==> config.mk <==
export PLATFORM = sky130hd
export DESIGN_NAME = branch_target_buffer
export DESIGN_NICKNAME = d
export VERILOG_FILES = /design/src/rtl/btb_pkg.sv /design/src/rtl/btb_stats.sv /design/src/rtl/branch_target_buffer.sv
export SDC_FILE = /design/constraint.sdc
export NUM_CORES = 2
export LEC_CHECK = 0
export ABC_CLOCK_PERIOD_IN_PS = 5640
export CORE_MARGIN = 2
export CORE_UTILIZATION = 40
export DETAILED_ROUTE_END_ITERATION = 7
export SETUP_SLACK_MARGIN = 0.1
export SYNTH_ARGS = -nofsm -noshare
export SYNTH_HDL_FRONTEND = slang
export SYNTH_HIERARCHICAL = 1
export SYNTH_SLANG_ARGS = --single-unit
==> constraint.sdc <==
create_clock -name clk -period 5.64 [get_ports clk]
set_input_delay 0.846 -clock clk [delete_from_list [all_inputs] [get_ports clk]]
set_output_delay 0.846 -clock clk [all_outputs]
set_load 0.02 [all_outputs]
==> src/rtl/btb_pkg.sv <==
// Shared defaults, PC geometry and counter helper for the branch target buffer.
package btb_pkg;

   localparam int DEFAULT_DATA_W  = 64;
   localparam int DEFAULT_ENTRIES = 16;
   localparam int DEFAULT_CTR_W   = 2;

   localparam int PC_ALIGN = 2;
   localparam int PC_INCR  = 4;

   typedef enum logic [1:0] {
      UPD_NONE  = 2'd0,
      UPD_TRAIN = 2'd1,
      UPD_ALLOC = 2'd2
   } upd_action_e;

   // Counter travels in a 32-bit container so one function serves any CTR_W below 32.
   function automatic logic [31:0] sat_ctr_next(input logic [31:0] ctr,
                                                input logic        taken,
                                                input int unsigned ctr_w);
      logic [31:0] ctr_max;
      ctr_max = (32'd1 << ctr_w) - 32'd1;
      if (taken) begin
         return (ctr >= ctr_max) ? ctr_max : ctr + 32'd1;
      end
      return (ctr == 32'd0) ? 32'd0 : ctr - 32'd1;
   endfunction

endpackage

==> src/rtl/btb_stats.sv <==
// Update and misprediction counters for the branch target buffer (BTB_STATS_EN builds only).
module btb_stats (
   input  logic        clk,
   input  logic        arst_n,
   input  logic        upd_accept,
   input  logic        upd_mispredict,
   output logic [31:0] stat_updates,
   output logic [31:0] stat_mispredicts
);

   // Both counters wrap modulo 2^32 by plain overflow.
   always_ff @(posedge clk or negedge arst_n) begin
      if (!arst_n) begin
         stat_updates     <= 32'd0;
         stat_mispredicts <= 32'd0;
      end else if (upd_accept) begin
         stat_updates <= stat_updates + 32'd1;
         if (upd_mispredict) begin
            stat_mispredicts <= stat_mispredicts + 32'd1;
         end
      end
   end

endmodule

==> src/rtl/branch_target_buffer.sv <==
// Tag-checked branch target buffer with saturating direction counters.
// Optional statistics counters are built when BTB_STATS_EN is defined.
module branch_target_buffer
   import btb_pkg::*;
#(
   parameter int DATA_W  = DEFAULT_DATA_W,
   parameter int ENTRIES = DEFAULT_ENTRIES,
   parameter int CTR_W   = DEFAULT_CTR_W
) (
   input  logic              clk,
   input  logic              arst_n,
   input  logic              en,
   input  logic [DATA_W-1:0] lookup_pc,
   output logic              pred_taken,
   output logic [DATA_W-1:0] pred_target,
   input  logic              upd_valid,
   input  logic [DATA_W-1:0] upd_pc,
   input  logic              upd_taken,
   input  logic [DATA_W-1:0] upd_target,
   input  logic              upd_pred_taken
`ifdef BTB_STATS_EN
   ,
   output logic [31:0]       stat_updates,
   output logic [31:0]       stat_mispredicts
`endif
);

   localparam int IDX_W = $clog2(ENTRIES);
   localparam int TAG_W = DATA_W - IDX_W - PC_ALIGN;

   localparam logic [CTR_W-1:0] CTR_WEAK_T  = CTR_W'(1) << (CTR_W - 1);
   localparam logic [CTR_W-1:0] CTR_WEAK_NT = CTR_WEAK_T - CTR_W'(1);

   logic              valid_q  [ENTRIES];
   logic [TAG_W-1:0]  tag_q    [ENTRIES];
   logic [DATA_W-1:0] target_q [ENTRIES];
   logic [CTR_W-1:0]  ctr_q    [ENTRIES];

   logic [IDX_W-1:0]  lk_idx;
   logic [TAG_W-1:0]  lk_tag;
   logic              lk_hit;

   logic [IDX_W-1:0]  upd_idx;
   logic [TAG_W-1:0]  upd_tag;
   logic              upd_hit;
   logic              upd_accept;
   logic [31:0]       ctr_next_full;
   logic [CTR_W-1:0]  ctr_next;
   upd_action_e       upd_action;

   logic              unused_bits;

   assign lk_idx = lookup_pc[IDX_W+PC_ALIGN-1:PC_ALIGN];
   assign lk_tag = lookup_pc[DATA_W-1:IDX_W+PC_ALIGN];
   assign lk_hit = valid_q[lk_idx] && (tag_q[lk_idx] == lk_tag);

   // Reads see only registered state, so a same-cycle update to this index is not forwarded.
   assign pred_taken  = lk_hit && ctr_q[lk_idx][CTR_W-1];
   assign pred_target = pred_taken ? target_q[lk_idx] : lookup_pc + DATA_W'(PC_INCR);

   assign upd_idx    = upd_pc[IDX_W+PC_ALIGN-1:PC_ALIGN];
   assign upd_tag    = upd_pc[DATA_W-1:IDX_W+PC_ALIGN];
   assign upd_hit    = valid_q[upd_idx] && (tag_q[upd_idx] == upd_tag);
   assign upd_accept = upd_valid && en;

   assign ctr_next_full = sat_ctr_next(32'(ctr_q[upd_idx]), upd_taken, CTR_W);
   assign ctr_next      = ctr_next_full[CTR_W-1:0];

   always_comb begin
      upd_action = UPD_NONE;
      if (upd_accept) begin
         if (upd_hit) begin
            upd_action = UPD_TRAIN;
         end else if (upd_taken) begin
            upd_action = UPD_ALLOC;
         end
      end
   end

   always_ff @(posedge clk or negedge arst_n) begin
      if (!arst_n) begin
         for (int i = 0; i < ENTRIES; i++) begin
            valid_q[i]  <= 1'b0;
            tag_q[i]    <= '0;
            target_q[i] <= '0;
            ctr_q[i]    <= CTR_WEAK_NT;
         end
      end else begin
         case (upd_action)
            UPD_TRAIN: begin
               ctr_q[upd_idx] <= ctr_next;
               if (upd_taken) begin
                  target_q[upd_idx] <= upd_target;
               end
            end
            // A taken miss evicts whatever shared the index and starts weakly taken.
            UPD_ALLOC: begin
               valid_q[upd_idx]  <= 1'b1;
               tag_q[upd_idx]    <= upd_tag;
               target_q[upd_idx] <= upd_target;
               ctr_q[upd_idx]    <= CTR_WEAK_T;
            end
            default: ;
         endcase
      end
   end

`ifdef BTB_STATS_EN
   btb_stats u_stats (
      .clk              (clk),
      .arst_n           (arst_n),
      .upd_accept       (upd_accept),
      .upd_mispredict   (upd_pred_taken != upd_taken),
      .stat_updates     (stat_updates),
      .stat_mispredicts (stat_mispredicts)
   );

   assign unused_bits = ^{lookup_pc[PC_ALIGN-1:0], upd_pc[PC_ALIGN-1:0], ctr_next_full[31:CTR_W]};
`else
   assign unused_bits = ^{lookup_pc[PC_ALIGN-1:0], upd_pc[PC_ALIGN-1:0], ctr_next_full[31:CTR_W],
                          upd_pred_taken};
`endif

endmodule

==> results.py <==
metrics = {
    "run_status": {
        "status": "finished with violations",
        "violations": "negative setup slack",
    },
    "setup_path": {
        "r2r_end": "target_q[253]",
        "cp-endpoint": "pred_target[32]",
        "worstSetupStartpoint": "lookup_pc[3]",
        "worst-setup-path-type": "input pin to output port",
        "r2r_start": "tag_q[515]",
        "ff2ff_setup_slack_ps": 380,
        "rr_worst_depth": 19,
        "worstPathRequired_ps": 4790,
        "cp-start-kind": "input pin",
        "crit_arrival_ps": 4870,
        "crit_fanout": 11,
        "cp-end-kind": "output port",
    },
    "power": {
        "p_total_w": 0.0388,
        "p_leak_nw": 54.9,
        "irDropWorstVdd_mv": 0.307,
        "power_density_mw_per_mm2": 321,
    },
    "drt": {
        "avgViaCountPerCell": 5.97,
        "antenna_left": 0,
        "wl_mm": 326,
        "via_count": 63057,
        "drt-pass1-iter-count": 6,
        "dr.first_iter.drc_count": 5217,
        "drt-wirelength-per-cell_um": 30.8,
        "drc": 0,
    },
    "yosys": {
        "yosysWarnings": 6,
        "synth.net_count": 6693,
        "synth_largest_area_cell": "dfrtp_1",
        "syn_area_mm2": 0.101,
        "synthFlopType": "dfrtp_1",
        "synth_top_area_share_pct": 49.1,
        "synth-edff-count": 0,
        "syn_inst": 6491,
        "ys_types": 74,
        "synth_area_leaders": "dfrtp_1 (49%), mux2_2 (22%), mux4_2 (18%), mux2i_1 (1.7%), clkbuf_1 (1.5%)",
        "synth_seq_cells": 2000,
        "synthArstFlopShare_pct": 100,
        "ys_seq_area_share_pct": 49.5,
        "postSynthAreaPerCell_um2": 15.6,
    },
    "sta": {
        "layout_setup_ws_ps": -78.7,
        "min_period_ps": 5720,
        "fmax_ghz": 0.175,
        "finalClockSkew_ps": 83.5,
        "final-setup-viol-count": 14,
        "slew_viol_final": 0,
        "period_share_pct": 101,
        "worst_pin_slew_ps": 1140,
        "rsz0062_at_grt": "yes",
        "slew_headroom_pct": 23.4,
        "whs_ps": 478,
        "hold_violations": 0,
    },
    "global_route": {
        "use_met3_pct": 4.45,
        "first_global_vias": 66406,
        "grt_pass1_wl_mm": 477,
        "antenna_found_initial": 36,
        "grt-busiest-layer": "met2",
        "grt_use_total_pct": 25.3,
        "grtUsageMet1_pct": 34.2,
        "met2_usage_pct": 40.4,
        "grt.overflow.total": 0,
        "grt_start_max_net_pins": 183,
    },
    "clocking": {
        "clockBufferDepth": 3,
        "cts_sinks": 2000,
        "clk_latency_ps": 900,
        "h-tree-depth": 4,
        "cts_root_buf": "clkbuf_16",
        "clkSlewWorstSetupHoldPaths_ps": 60,
        "cts_inserted_buffers": 217,
        "cts_tree": "yes",
    },
    "placement": {
        "port_buffers": 259,
        "place_hpwl_mm": 219,
        "place_congestion": 0.941,
        "place_ws_ps": -697,
        "dp_cells": 10120,
    },
    "die": {
        "dieWidth_um": 507,
        "rows": 184,
        "core_region_area_mm2": 0.251,
        "die_y_um": 507,
        "start_util_pct": 40.2,
        "die_area_mm2": 0.257,
        "io_pins": 263,
    },
    "run": {
        "maxCapViolCount": 0,
    },
    "min_path": {
        "hp-class": "flip-flop to flip-flop",
    },
    "layout": {
        "fillers": 21538,
        "syn_to_final_growth_pct": 19.3,
        "drive_gt1_share_pct": 56.1,
        "finalNetCount": 7226,
        "fin_cells": 10565,
    },
}
## worst max-delay path, cell delays in order
cell and delay [ps]:
buf_8 200, buf_12 190, buf_4 180, nor2_4 60, a22oi_1 370, a21boi_0 210, buf_4 200, o31a_1 290
a311oi_1 270, buf_4 200, nand4_1 130, nor4_4 270, and4_4 350, buf_12 150, buf_16 160, buf_12 160
mux2_4 360, buf_6 150
## state kept, by name (all words and copies together), names as in the netlist
register / flops
ctr_q: 32
tag_q: 928
valid_q: 16
target_q: 1024
## layer usage
metal  wire (um)  share of wire (%)
met5         196              0.060
met4       14800                4.5
met3       19200                5.9
met2      155000                 48
met1      136000                 42
## cells by family after synthesis
| family | after synthesis | share of synthesized area [%] |
|---|---|---|
| AO/OA/AOI/OAI | 267 | 1.82 |
| XOR/XNOR | 161 | 1.40 |
| adder cells (fa/ha/maj) | 6 | 0.0693 |
| buffers and inverters | 660 | 2.87 |
| flip-flops | 2000 | 49.5 |
| multiplexers | 3001 | 42.3 |
| AND/OR/NAND/NOR | 396 | 1.98 |
## metrics by stage
step	TNS [ps]	area [um^2]	util (%)
floorplan	-1200	101000	-
global placement	-923020	112000	44.7
detailed placement	-916990	112000	44.7
CTS	-927	120000	47.8
global route	-813	121000	48.0
finish	-637	121000	48.0
## synth_stat cells, types with 13 or more instances
cell type,instances
dfrtp_1,1984
mux2_2,1976
mux4_2,801
clkbuf_1,401
mux2i_1,176
xnor2_1,125
buf_1,122
nand2_1,117
buf_2,73
nor2_1,65
o21ai_0,65
a22oi_1,54
mux2_4,48
nand4_1,48
nand3_1,42
xor2_1,36
buf_4,29
nor3_1,22
a21oi_1,21
and3_1,21
o31ai_1,20
a21o_1,18
dfstp_2,16
buf_6,15
nor2b_1,15
nor4_1,14
nand2b_1,13
## report_power, final
| part | internal, W | switching [W] | leakage [nW] |
|---|---|---|---|
| Clock | 0.00848 | 0.00617 | 3.66 |
| Sequential | 0.0163 | 0.00118 | 26.5 |
| Combinational | 0.00380 | 0.00283 | 24.8 |
| Total | 0.0286 | 0.0102 | 54.9 |
## worst min path at each step
| stage | from | to | slack (ps) | cells past startpoint |
|---|---|---|---|---|
| floorplan | valid_q[9] | valid_q[9] | 440 | 1 |
| global placement | valid_q[8] | valid_q[8] | 460 | 1 |
| detailed placement | valid_q[5] | valid_q[5] | 460 | 1 |
| CTS | valid_q[0] | valid_q[0] | 480 | 1 |
| global route | valid_q[7] | valid_q[7] | 500 | 1 |
| finish | valid_q[4] | valid_q[4] | 480 | 1 |
## timing repair
item	4_1_cts	5_1_grt
gates cloned	4	1
hold buffers	1	0
setup buffers	22	5
endpoints found under the hold margin	73	0
setup endpoints to repair	65	374
pin swaps	4	9
resized for setup	276	56
## cells in the final DEF (no fill, tap or decap), drive strengths merged, types with 16 or more instances in the layout
master / instances
nor3: 23
mux2: 2024
mux4: 801
xor2: 36
a22oi: 54
a21o: 18
xnor2: 125
dfrtp: 1984
a21oi: 21
clkbuf: 322
and3: 21
o21ai: 66
nand4: 48
buf: 763
o31ai: 20
nor2: 65
nand2: 117
dfstp: 16
clkdlybuf4s50: 185
nand3: 42
mux2i: 176
clkinv: 61
## layout make-up
class / instances / area (um^2) / area share (%)
tap: 3348 / 4190 / 3.47
clock buffer: 321 / 6410 / 5.32
clock inverter: 79 / 1010 / 0.834
multi-input combinational: 3831 / 48600 / 40.3
inverter: 13 / 56.3 / 0.0467
sequential: 2000 / 50100 / 41.5
timing repair buffer: 961 / 10300 / 8.51
antenna: 12 / 30.0 / 0.0249
Power figures use the tool's default switching activity.
